`config.mk`:
```
export PLATFORM = sky130hd
export DESIGN_NAME = sccb_cfg_sequencer
export DESIGN_NICKNAME = d
export VERILOG_FILES = /design/src/rtl/sccb_cfg_pkg.sv /design/src/rtl/sccb_ms_tick.sv /design/src/rtl/sccb_cfg_sequencer.sv
export SDC_FILE = /design/constraint.sdc
export NUM_CORES = 1
export LEC_CHECK = 0
export BUFFER_PORTS_ARGS = -buffer_cell sky130_fd_sc_hd__buf_2
export CORE_MARGIN = 4
export CORE_UTILIZATION = 64
export CTS_CLUSTER_DIAMETER = 50
export CTS_CLUSTER_SIZE = 8
export DETAILED_ROUTE_END_ITERATION = 6
export PLACE_DENSITY = 0.86
export SYNTH_ARGS = -nofsm -noshare
export SYNTH_HDL_FRONTEND = slang
export SYNTH_SLANG_ARGS = --single-unit
```
`constraint.sdc`:
```
create_clock -name i_clk -period 7.3 [get_ports i_clk]
set_clock_uncertainty 0.2 [all_clocks]
set_input_delay 1.46 -clock i_clk [delete_from_list [all_inputs] [get_ports i_clk]]
set_output_delay 1.46 -clock i_clk [all_outputs]
set_load 0.01 [all_outputs]
```
`src/rtl/sccb_cfg_pkg.sv`:
```
// Shared types and constants for the SCCB configuration sequencer.
// Latency: n/a (package only).
// Backpressure: n/a (package only).
package sccb_cfg_pkg;

    typedef enum logic [2:0] {
        ST_IDLE,
        ST_FETCH,
        ST_DECODE,
        ST_SEND,
        ST_GUARD,
        ST_DELAY,
        ST_DONE
    } state_t;

    // Table markers: 16'hFFFF ends the table, 16'hFExx waits xx milliseconds.
    localparam logic [15:0] CFG_END     = 16'hFFFF;
    localparam logic [7:0]  CFG_DLY_TAG = 8'hFE;

    // Terminal count of the 1 ms divider. Clocks slower than 2 kHz tick every cycle.
    function automatic int unsigned ms_tick_tc(input int unsigned clk_hz);
        if (clk_hz < 32'd2000) begin
            return 0;
        end
        return (clk_hz / 1000) - 1;
    endfunction

endpackage

```
`src/rtl/sccb_ms_tick.sv`:
```
// 1 ms pulse generator with synchronous clear; restarts its count whenever i_clr is high.
// Latency: first o_tick is ms_tick_tc(CLK_HZ) cycles after i_clr drops, then one per period.
// Backpressure: none; o_tick is a single-cycle strobe.
// Ports: i_clk, i_rst (async, active-high), i_clr (hold divider at zero), o_tick (1 ms strobe).
module sccb_ms_tick
    import sccb_cfg_pkg::*;
#(
    parameter int unsigned CLK_HZ = 27000000
) (
    input  logic i_clk,
    input  logic i_rst,
    input  logic i_clr,
    output logic o_tick
);

    localparam logic [31:0] TC = 32'(ms_tick_tc(CLK_HZ));

    logic [31:0] r_cnt;

    always_ff @(posedge i_clk or posedge i_rst) begin
        if (i_rst) begin
            r_cnt <= '0;
        end else if (i_clr || (r_cnt == TC)) begin
            r_cnt <= '0;
        end else begin
            r_cnt <= r_cnt + 32'd1;
        end
    end

    assign o_tick = !i_clr && (r_cnt == TC);

endmodule

```
`src/rtl/sccb_cfg_sequencer.sv`:
```
// Walks a {reg,val} configuration ROM and hands each pair to the SCCB write engine.
// Latency: start to first o_send = 3 cycles; done follows TXN_GUARD cycles after the last take.
// Backpressure: o_send/o_rega/o_value held stable until i_taken; one entry in flight at a time.
// Ports: i_clk, i_rst (async, active-high), i_start pulse, o_rom_addr / i_rom_data (sync ROM),
//        o_send / o_rega / o_value / i_taken (engine handshake), o_busy, o_done, o_error.
// Optional: define CFG_WATCHDOG_EN to abort a SEND that sees no i_taken for WDOG_CYCLES.
module sccb_cfg_sequencer
    import sccb_cfg_pkg::*;
#(
    parameter int unsigned ROM_AW      = 8,
    parameter int unsigned CLK_HZ      = 27000000,
    parameter int unsigned TXN_GUARD   = 8448,
    parameter int unsigned WDOG_CYCLES = 65536
) (
    input  logic              i_clk,
    input  logic              i_rst,
    input  logic              i_start,
    output logic [ROM_AW-1:0] o_rom_addr,
    input  logic [15:0]       i_rom_data,
    output logic              o_send,
    output logic [7:0]        o_rega,
    output logic [7:0]        o_value,
    input  logic              i_taken,
    output logic              o_busy,
    output logic              o_done,
    output logic              o_error
);

    localparam logic [ROM_AW-1:0] ADDR_LAST  = '1;
    localparam logic [ROM_AW-1:0] ADDR_ONE   = ROM_AW'(1);
    localparam logic [31:0]       GUARD_LOAD = 32'(TXN_GUARD);

    state_t            r_state,    w_state;
    logic [ROM_AW-1:0] r_rom_addr, w_rom_addr;
    logic              r_send,     w_send;
    logic [7:0]        r_rega,     w_rega;
    logic [7:0]        r_value,    w_value;
    logic              r_busy,     w_busy;
    logic              r_done,     w_done;
    logic [31:0]       r_guard,    w_guard;
    logic [7:0]        r_ms,       w_ms;
    logic              r_to_done,  w_to_done;   // GUARD exit target: DONE (1) or DELAY (0)
    logic              w_tick;
    logic              w_tick_clr;
    logic              w_wdog_fire;

    // Divider only runs while dwelling in DELAY so every delay starts on a fresh period.
    assign w_tick_clr = (r_state != ST_DELAY);

    sccb_ms_tick #(
        .CLK_HZ (CLK_HZ)
    ) u_ms_tick (
        .i_clk  (i_clk),
        .i_rst  (i_rst),
        .i_clr  (w_tick_clr),
        .o_tick (w_tick)
    );

`ifdef CFG_WATCHDOG_EN
    localparam logic [31:0] WDOG_LAST = 32'(WDOG_CYCLES - 1);

    logic [31:0] r_wdog;
    logic        r_error;

    assign w_wdog_fire = (r_state == ST_SEND) && !i_taken && (r_wdog == WDOG_LAST);

    always_ff @(posedge i_clk or posedge i_rst) begin
        if (i_rst) begin
            r_wdog  <= '0;
            r_error <= 1'b0;
        end else begin
            r_wdog <= ((r_state == ST_SEND) && !i_taken) ? r_wdog + 32'd1 : '0;
            if ((r_state == ST_IDLE) && i_start) begin
                r_error <= 1'b0;
            end else if (w_wdog_fire) begin
                r_error <= 1'b1;
            end
        end
    end

    assign o_error = r_error;
`else
    assign w_wdog_fire = 1'b0;
    assign o_error     = 1'b0;
`endif

    always_ff @(posedge i_clk or posedge i_rst) begin
        if (i_rst) begin
            r_state    <= ST_IDLE;
            r_rom_addr <= '0;
            r_send     <= 1'b0;
            r_rega     <= '0;
            r_value    <= '0;
            r_busy     <= 1'b0;
            r_done     <= 1'b0;
            r_guard    <= '0;
            r_ms       <= '0;
            r_to_done  <= 1'b0;
        end else begin
            r_state    <= w_state;
            r_rom_addr <= w_rom_addr;
            r_send     <= w_send;
            r_rega     <= w_rega;
            r_value    <= w_value;
            r_busy     <= w_busy;
            r_done     <= w_done;
            r_guard    <= w_guard;
            r_ms       <= w_ms;
            r_to_done  <= w_to_done;
        end
    end

    always_comb begin
        w_state    = r_state;
        w_rom_addr = r_rom_addr;
        w_send     = r_send;
        w_rega     = r_rega;
        w_value    = r_value;
        w_busy     = r_busy;
        w_done     = r_done;
        w_ms       = r_ms;
        w_to_done  = r_to_done;
        // The guard counter free-runs down through FETCH/DECODE/SEND so the
        // wait after the last write overlaps with walking the next entries.
        w_guard    = (r_guard != '0) ? r_guard - 32'd1 : '0;

        case (r_state)
            ST_IDLE: begin
                if (i_start) begin
                    w_done     = 1'b0;
                    w_busy     = 1'b1;
                    w_rom_addr = '0;
                    w_guard    = '0;
                    w_state    = ST_FETCH;
                end
            end
            ST_FETCH: begin
                w_state = ST_DECODE;
            end
            ST_DECODE: begin
                if (i_rom_data == CFG_END) begin
                    w_to_done = 1'b1;
                    w_state   = ST_GUARD;
                end else if (i_rom_data[15:8] == CFG_DLY_TAG) begin
                    w_ms      = i_rom_data[7:0];
                    w_to_done = 1'b0;
                    w_state   = ST_GUARD;
                end else begin
                    w_rega  = i_rom_data[15:8];
                    w_value = i_rom_data[7:0];
                    w_send  = 1'b1;
                    w_state = ST_SEND;
                end
            end
            ST_SEND: begin
                if (i_taken) begin
                    w_send  = 1'b0;
                    w_guard = GUARD_LOAD;
                    // Last ROM slot consumed: finish instead of wrapping to entry 0.
                    if (r_rom_addr == ADDR_LAST) begin
                        w_to_done = 1'b1;
                        w_state   = ST_GUARD;
                    end else begin
                        w_rom_addr = r_rom_addr + ADDR_ONE;
                        w_state    = ST_FETCH;
                    end
                end else if (w_wdog_fire) begin
                    w_send  = 1'b0;
                    w_busy  = 1'b0;
                    w_state = ST_IDLE;
                end
            end
            ST_GUARD: begin
                if (r_guard == '0) begin
                    w_state = r_to_done ? ST_DONE : ST_DELAY;
                end
            end
            ST_DELAY: begin
                if (r_ms == '0) begin
                    if (r_rom_addr == ADDR_LAST) begin
                        w_state = ST_DONE;
                    end else begin
                        w_rom_addr = r_rom_addr + ADDR_ONE;
                        w_state    = ST_FETCH;
                    end
                end else if (w_tick) begin
                    w_ms = r_ms - 8'd1;
                end
            end
            ST_DONE: begin
                w_busy  = 1'b0;
                w_done  = 1'b1;
                w_state = ST_IDLE;
            end
            default: begin
                w_state = ST_IDLE;
            end
        endcase
    end

    assign o_rom_addr = r_rom_addr;
    assign o_send     = r_send;
    assign o_rega     = r_rega;
    assign o_value    = r_value;
    assign o_busy     = r_busy;
    assign o_done     = r_done;

endmodule

```
After elaboration in Yosys (flattened, before gate mapping):

Index checks and enable logic that the tools add are counted.

* input port bits: 20
* logic and storage cells: 95
* output and inout port bits: 28
* flip-flop bits (word level): 103

* $add $sub $neg: 4
* bitwise logic cells: 2
* equal/unequal tests: 22
* reduce and logical (&&, ||, !) cells: 18
* mux-type cells: 38

Operators with widths (number)
* 2-to-1 mux 32 bit: 4
* 2-to-1 mux 8 bit: 8
* one-hot mux 32 bit (2 select lines): 1
* adder 32 x 1 -> 32 bit, second input constant: 1
* == test 32 x 15 -> 1 bit, second input constant: 1
* zero test 32 bit: 1
* nonzero test 32 bit: 1
* subtractor 32 x 1 -> 32 bit, second input constant: 1
* 2-to-1 mux 3 bit: 8
* one-hot mux 8 bit (3 select lines): 1
* inequality test 2 bit, second input constant: 9
* one-hot mux 3 bit (6 select lines): 1
* == test 16 bit, second input constant: 1
* == test 8 bit, second input constant: 2
* one-hot mux 8 bit (2 select lines): 1
* AND reduction 4 bit: 4
* == test 3 bit, second input constant: 3
* 2-to-1 mux 1 bit: 9
* adder 8 x 1 -> 8 bit, second input constant: 1
* zero test 8 bit: 1
* one-hot mux 1 bit (2 select lines): 4
* subtractor 8 x 1 -> 8 bit, second input constant: 1
* == test 3 x 2 -> 1 bit, second input constant: 2
* inequality test 3 bit, second input constant: 2
* other kinds (13): 16

Longest topological paths before layout:

* depth in word-level cells: 6
* mapped depth: 8

By module:

A second synthesis with hierarchy kept.

* cells, all modules: 554
* area total of the unflattened synthesis: 5382.7 µm²

Modules (own cells, without submodules)
* sccb_cfg_sequencer: sequential area each 1776.7 µm², area each 3647.2 µm², times used 1, cells an instance 373
* sccb_ms_tick: sequential area each 800.8 µm², area each 1735.4 µm², times used 1, cells an instance 181

Worst setup path after synthesis:

Ideal clock, no wire load.

* kind: in2reg
* start: input i_rom_data[8]
* end: register r_ms[1]
* stages: 7
* data required time: 6975 ps
* library setup time: 125 ps
* path buffers: 2
* arrival time: 2927 ps
* slack: 4048 ps
* cell sequence: or4b_1 nor3_1 or2_1 buf_2 and2_0 buf_2 mux2_4

* cells in the longest elaborated chain, start to end: 3
* elaborated cells on any way between the ends: 5
* classes of those cells: 4 x eq/ne; 1 x reduce/logical

RTL lines
* start, declared: line sccb_cfg_sequencer.sv:19 `input logic [15:0] i_rom_data,`
* == test 16 bit or == test 8 bit (tied branches): line sccb_cfg_sequencer.sv:141, sccb_cfg_sequencer.sv:144
* inequality test 2 bit (no line)
* AND reduction 5 bit (no line) *
* end signal, assigned: line sccb_cfg_sequencer.sv:108 `r_ms <= w_ms;`
* end, declared: line sccb_cfg_sequencer.sv:41 `logic [7:0] r_ms, w_ms;`

Every way passes the cells marked *; elsewhere a longest branch is shown, timed or not.
A chain may end at the register's enable or synchronous reset.

Worst setup path in the final report:

* start: input i_rom_data[0]
* end: register r_to_done

* cells in the longest elaborated chain, start to end: 3
* elaborated cells on any way between the ends: 5
* classes of those cells: 2 x eq/ne; 2 x mux; 1 x reduce/logical

RTL lines
* == test 16 bit *: line sccb_cfg_sequencer.sv:141 `if (i_rom_data == CFG_END) begin`
* inequality test 3 bit (no line) or 2-to-1 mux 1 bit (tied branches)
* AND reduction 4 bit (no line) or one-hot mux 1 bit (2 select lines) (tied branches)
* end signal, assigned: line sccb_cfg_sequencer.sv:109 `r_to_done <= w_to_done;`
* end, declared: line sccb_cfg_sequencer.sv:42 `logic r_to_done, w_to_done;`

Marked as above.

==> flow_summary.toml <==
[outcome]
outcome = "completed"

[clocking]
postCtsSetupRepairBufs = 0
ctsHoldBuffers = 0
cts.reportedPaths.clkPinSlew_ns = 0.10
tritoncts_num_sinks = 103
clock_latency_ns = 0.37
number_of_clock_buffers_inserted_by_tritoncts = 9
cts_resized = 0
htree_levels = 3
clk_root_buffer_cell = "sky130_fd_sc_hd__clkbuf_8"
cts.path.max_buffers = 2
cts_tree = "yes"

[placed_design]
port_buffers = 46
routabilityCongestion = 0.8359
detailed_place.area_um2 = 5664
post-dp-hpwl_um = 7912

[grt]
overflow_after_grt = 0
first_global_vias = 4319
grt_pass1_wl_um = 19870
grtUsageTotal = 0.2431
grt_max_degree = 93
number_of_antenna_violations_at_the_first_check_in_global_routing = 0

[final_layout]
final_layout_size_suffix_gt1_frac = 0.1561
share_of_the_core_filled_with_cells_in_the_final_layout = 0.7170
antennaDiodeCount = 0
final_net_count = 623
layout.cell_area.non_filler_um2 = 5862
layout-area-overhead-vs-synth_pct = 9.157

[logic_synthesis]
synth_top_area_share = 0.4800
avgSynthCellArea_um2 = 9.590
synth.area.top_cells = "sky130_fd_sc_hd__dfrtp_1 48%, sky130_fd_sc_hd__nor2_1 6.1%, sky130_fd_sc_hd__xor2_1 4.7%"
net_count_synth = 586
mappedNetlistArea_um2 = 5370
seq_area_frac_synth = 0.4800
cells_after_synthesis = 560
postSynthRegisterBits = 103
synth.distinct_cells = 59
synth_top_area_cell = "sky130_fd_sc_hd__dfrtp_1"
synth-async-reset-ratio = 1.000
synth_edf_count = 0
top_cell_types_by_occurrence_after_synthesis = "103 x sky130_fd_sc_hd__dfrtp_1, 87 x sky130_fd_sc_hd__nor2_1, 37 x sky130_fd_sc_hd__nand2_1"
post-synth-top-count-cell = "sky130_fd_sc_hd__dfrtp_1"
synth.yosys.warnings = 0
dominantRegCellSynth = "sky130_fd_sc_hd__dfrtp_1"

[worst_setup_path]
timing.critical_path.cells = "buf_2, nand4_1, o21ai_0, a2111oi_4, a2111oi_0, o21ba_2"
crit_path_end_kind = "register"
timing.rr.end = "r_ms[1]"
critical_register_to_register_path_startpoint = "r_state[0]"
worst_path_largest_cell_delay_ns = 1.04
critPathKind = "primary input to register"
timing.critical_path.required_ns = 7.36
critPathLaunchType = "primary input"
rrSetupSlack_ns = 4.17
timing.reg2reg.worst_path_depth = 5
slowest_stage = "sky130_fd_sc_hd__a2111oi_4"
critical_path_peak_fanout = 18
arrival_ns = 3.35

[hold_path]
holdPathStages = 1
hold_start = "o_value[4]"
worst_hold_path_type = "register to register"
whs_endpoint = "o_value[4]"

[detailed_routing]
detailedRoute.firstIterationViolations = 252
detail_route.drc_violations = 0
wl_met3_um = 554
uppermost_signal_routing_layer_after_detailed_routing = "met4"
dr.pass1.iters = 5
mean_number_of_vias_per_cell = 6.134
ant_nets = 0
route.layer.met1.wl_um = 4868
routedWlPerCell_um = 16.06
wl_met2_um = 5718
finalWirelength_um = 11350
routed-via-count = 4337

[sta]
final.hold.worst_slack_ns = 0.3132
slew-limit-headroom = 0.2062
worst_margin_pin_slew_ns = 1.191
layout_worst_path_cycle_share = 0.4506
timing_hold_violations_final = 0
final_count_of_negative_setup_slack_endpoints = 0
fmax_mhz = 304.0
maxSlewViolCount = 0
rsz0062_at_grt = "false"
final_period_minus_worst_setup_slack_ns = 3.290
finalSetupTns_ns = 0

[pwr]
p_leak_nw = 2.486
vdd.ir_drop.worst_uv = 215.1
power.density_nw_per_um2 = 368.6

[floorplan]
coreArea_um2 = 8175
initial_utilization = 0.6569
dieArea_um2 = 9920
placementRows = 33
die-height_um = 99.60
boundaryPins = 48
die_width_um = 99.60

[flow_run]
max_capacitance_violation_count = 0
## layout make-up
type                            instances  area [um2]
Fill cell                             577        2313
Inverter                               14       55.05
Multi-Input combinational cell        421        2655
Sequential cell                       103        2577
Tap cell                              105       131.4
Timing Repair Buffer                   48       245.2
Clock inverter                          5       56.30
Clock buffer                           11       141.4
## worst max-delay path: cells and delay by family
| family | cells | cell delay (ns) |
|---|---|---|
| simple gates | 1 | 0.09 |
| compound gates | 4 | 1.67 |
| buf+inv | 1 | 0.12 |
## state kept, by name, summed over array words and instances (netlist names), 3 cells and up
name,count
o_rega,8
o_rom_addr,8
o_value,8
r_guard,32
r_ms,8
r_state,3
u_ms_tick.r_cnt,32
## cells by family after synthesis
group                    share of synthesized area
multiplexers                               0.04007
flip-flops                                  0.4800
adder cells (fa/ha/maj)                    0.01398
AO/OA/AOI/OAI                              0.08691
other                                    0.0006983
buffers and inverters                      0.02889
XOR/XNOR                                   0.08970
AND/OR/NAND/NOR                             0.2598
## metal layers
metal / up-vias / global-route usage
met5: - / 0
met4: 0 / 0.08613
met3: 21 / 0.04628
met2: 145 / 0.3988
met1: 2113 / 0.3244
li1: 2058 / -
## through the flow
step | instances | worst slack (ns) | power [mW]
after floorplan | 560 | 2.936 | 1.558
after CTS | 707 | 4.009 | 2.164
after global routing | 707 | 3.853 | 2.321
after detailed placement | 691 | 3.632 | 1.801
final | 707 | 4.010 | 2.161
after global placement | 691 | 3.684 | 1.747
## report_power, final
part           switching (mW)  internal, mW  total [mW]
Sequential              0.186         0.729       0.915
Clock                   0.191         0.168       0.359
Combinational           0.514         0.372       0.887
## cells in the final DEF (no fill, tap or decap), types with 4 or more instances in the layout
master / instances
sky130_fd_sc_hd__dfrtp_1: 103
sky130_fd_sc_hd__nor2_1: 87
sky130_fd_sc_hd__buf_2: 46
sky130_fd_sc_hd__nand2_1: 37
sky130_fd_sc_hd__nand3_1: 35
sky130_fd_sc_hd__xor2_1: 29
sky130_fd_sc_hd__xnor2_1: 26
sky130_fd_sc_hd__nor4_1: 23
sky130_fd_sc_hd__nand4_1: 22
sky130_fd_sc_hd__o21ai_0: 16
sky130_fd_sc_hd__mux2_2: 16
sky130_fd_sc_hd__nor3_1: 15
sky130_fd_sc_hd__inv_1: 13
sky130_fd_sc_hd__a21oi_1: 13
sky130_fd_sc_hd__and3_1: 10
sky130_fd_sc_hd__clkbuf_8: 10
sky130_fd_sc_hd__or3_1: 9
sky130_fd_sc_hd__and2_1: 6
sky130_fd_sc_hd__nand2b_1: 6
sky130_fd_sc_hd__ha_1: 6
sky130_fd_sc_hd__a31oi_1: 5
sky130_fd_sc_hd__o211ai_1: 4
sky130_fd_sc_hd__or2_2: 4
sky130_fd_sc_hd__a22o_1: 4
## how the worst max path moves through the flow
stage / start / end / slack, ns / depth (start not counted)
6_report: i_rom_data[0] / r_to_done / 4.01 / 6
5_1_grt: i_rom_data[0] / r_to_done / 3.85 / 6
4_1_cts: i_rom_data[0] / r_to_done / 4.01 / 6
3_5_place_dp: i_rom_data[0] / r_to_done / 3.63 / 6
3_3_place_gp: i_rom_data[0] / r_to_done / 3.68 / 6
2_1_floorplan: i_rst / o_busy / 2.94 / 1
Power figures use the tool's default switching activity.
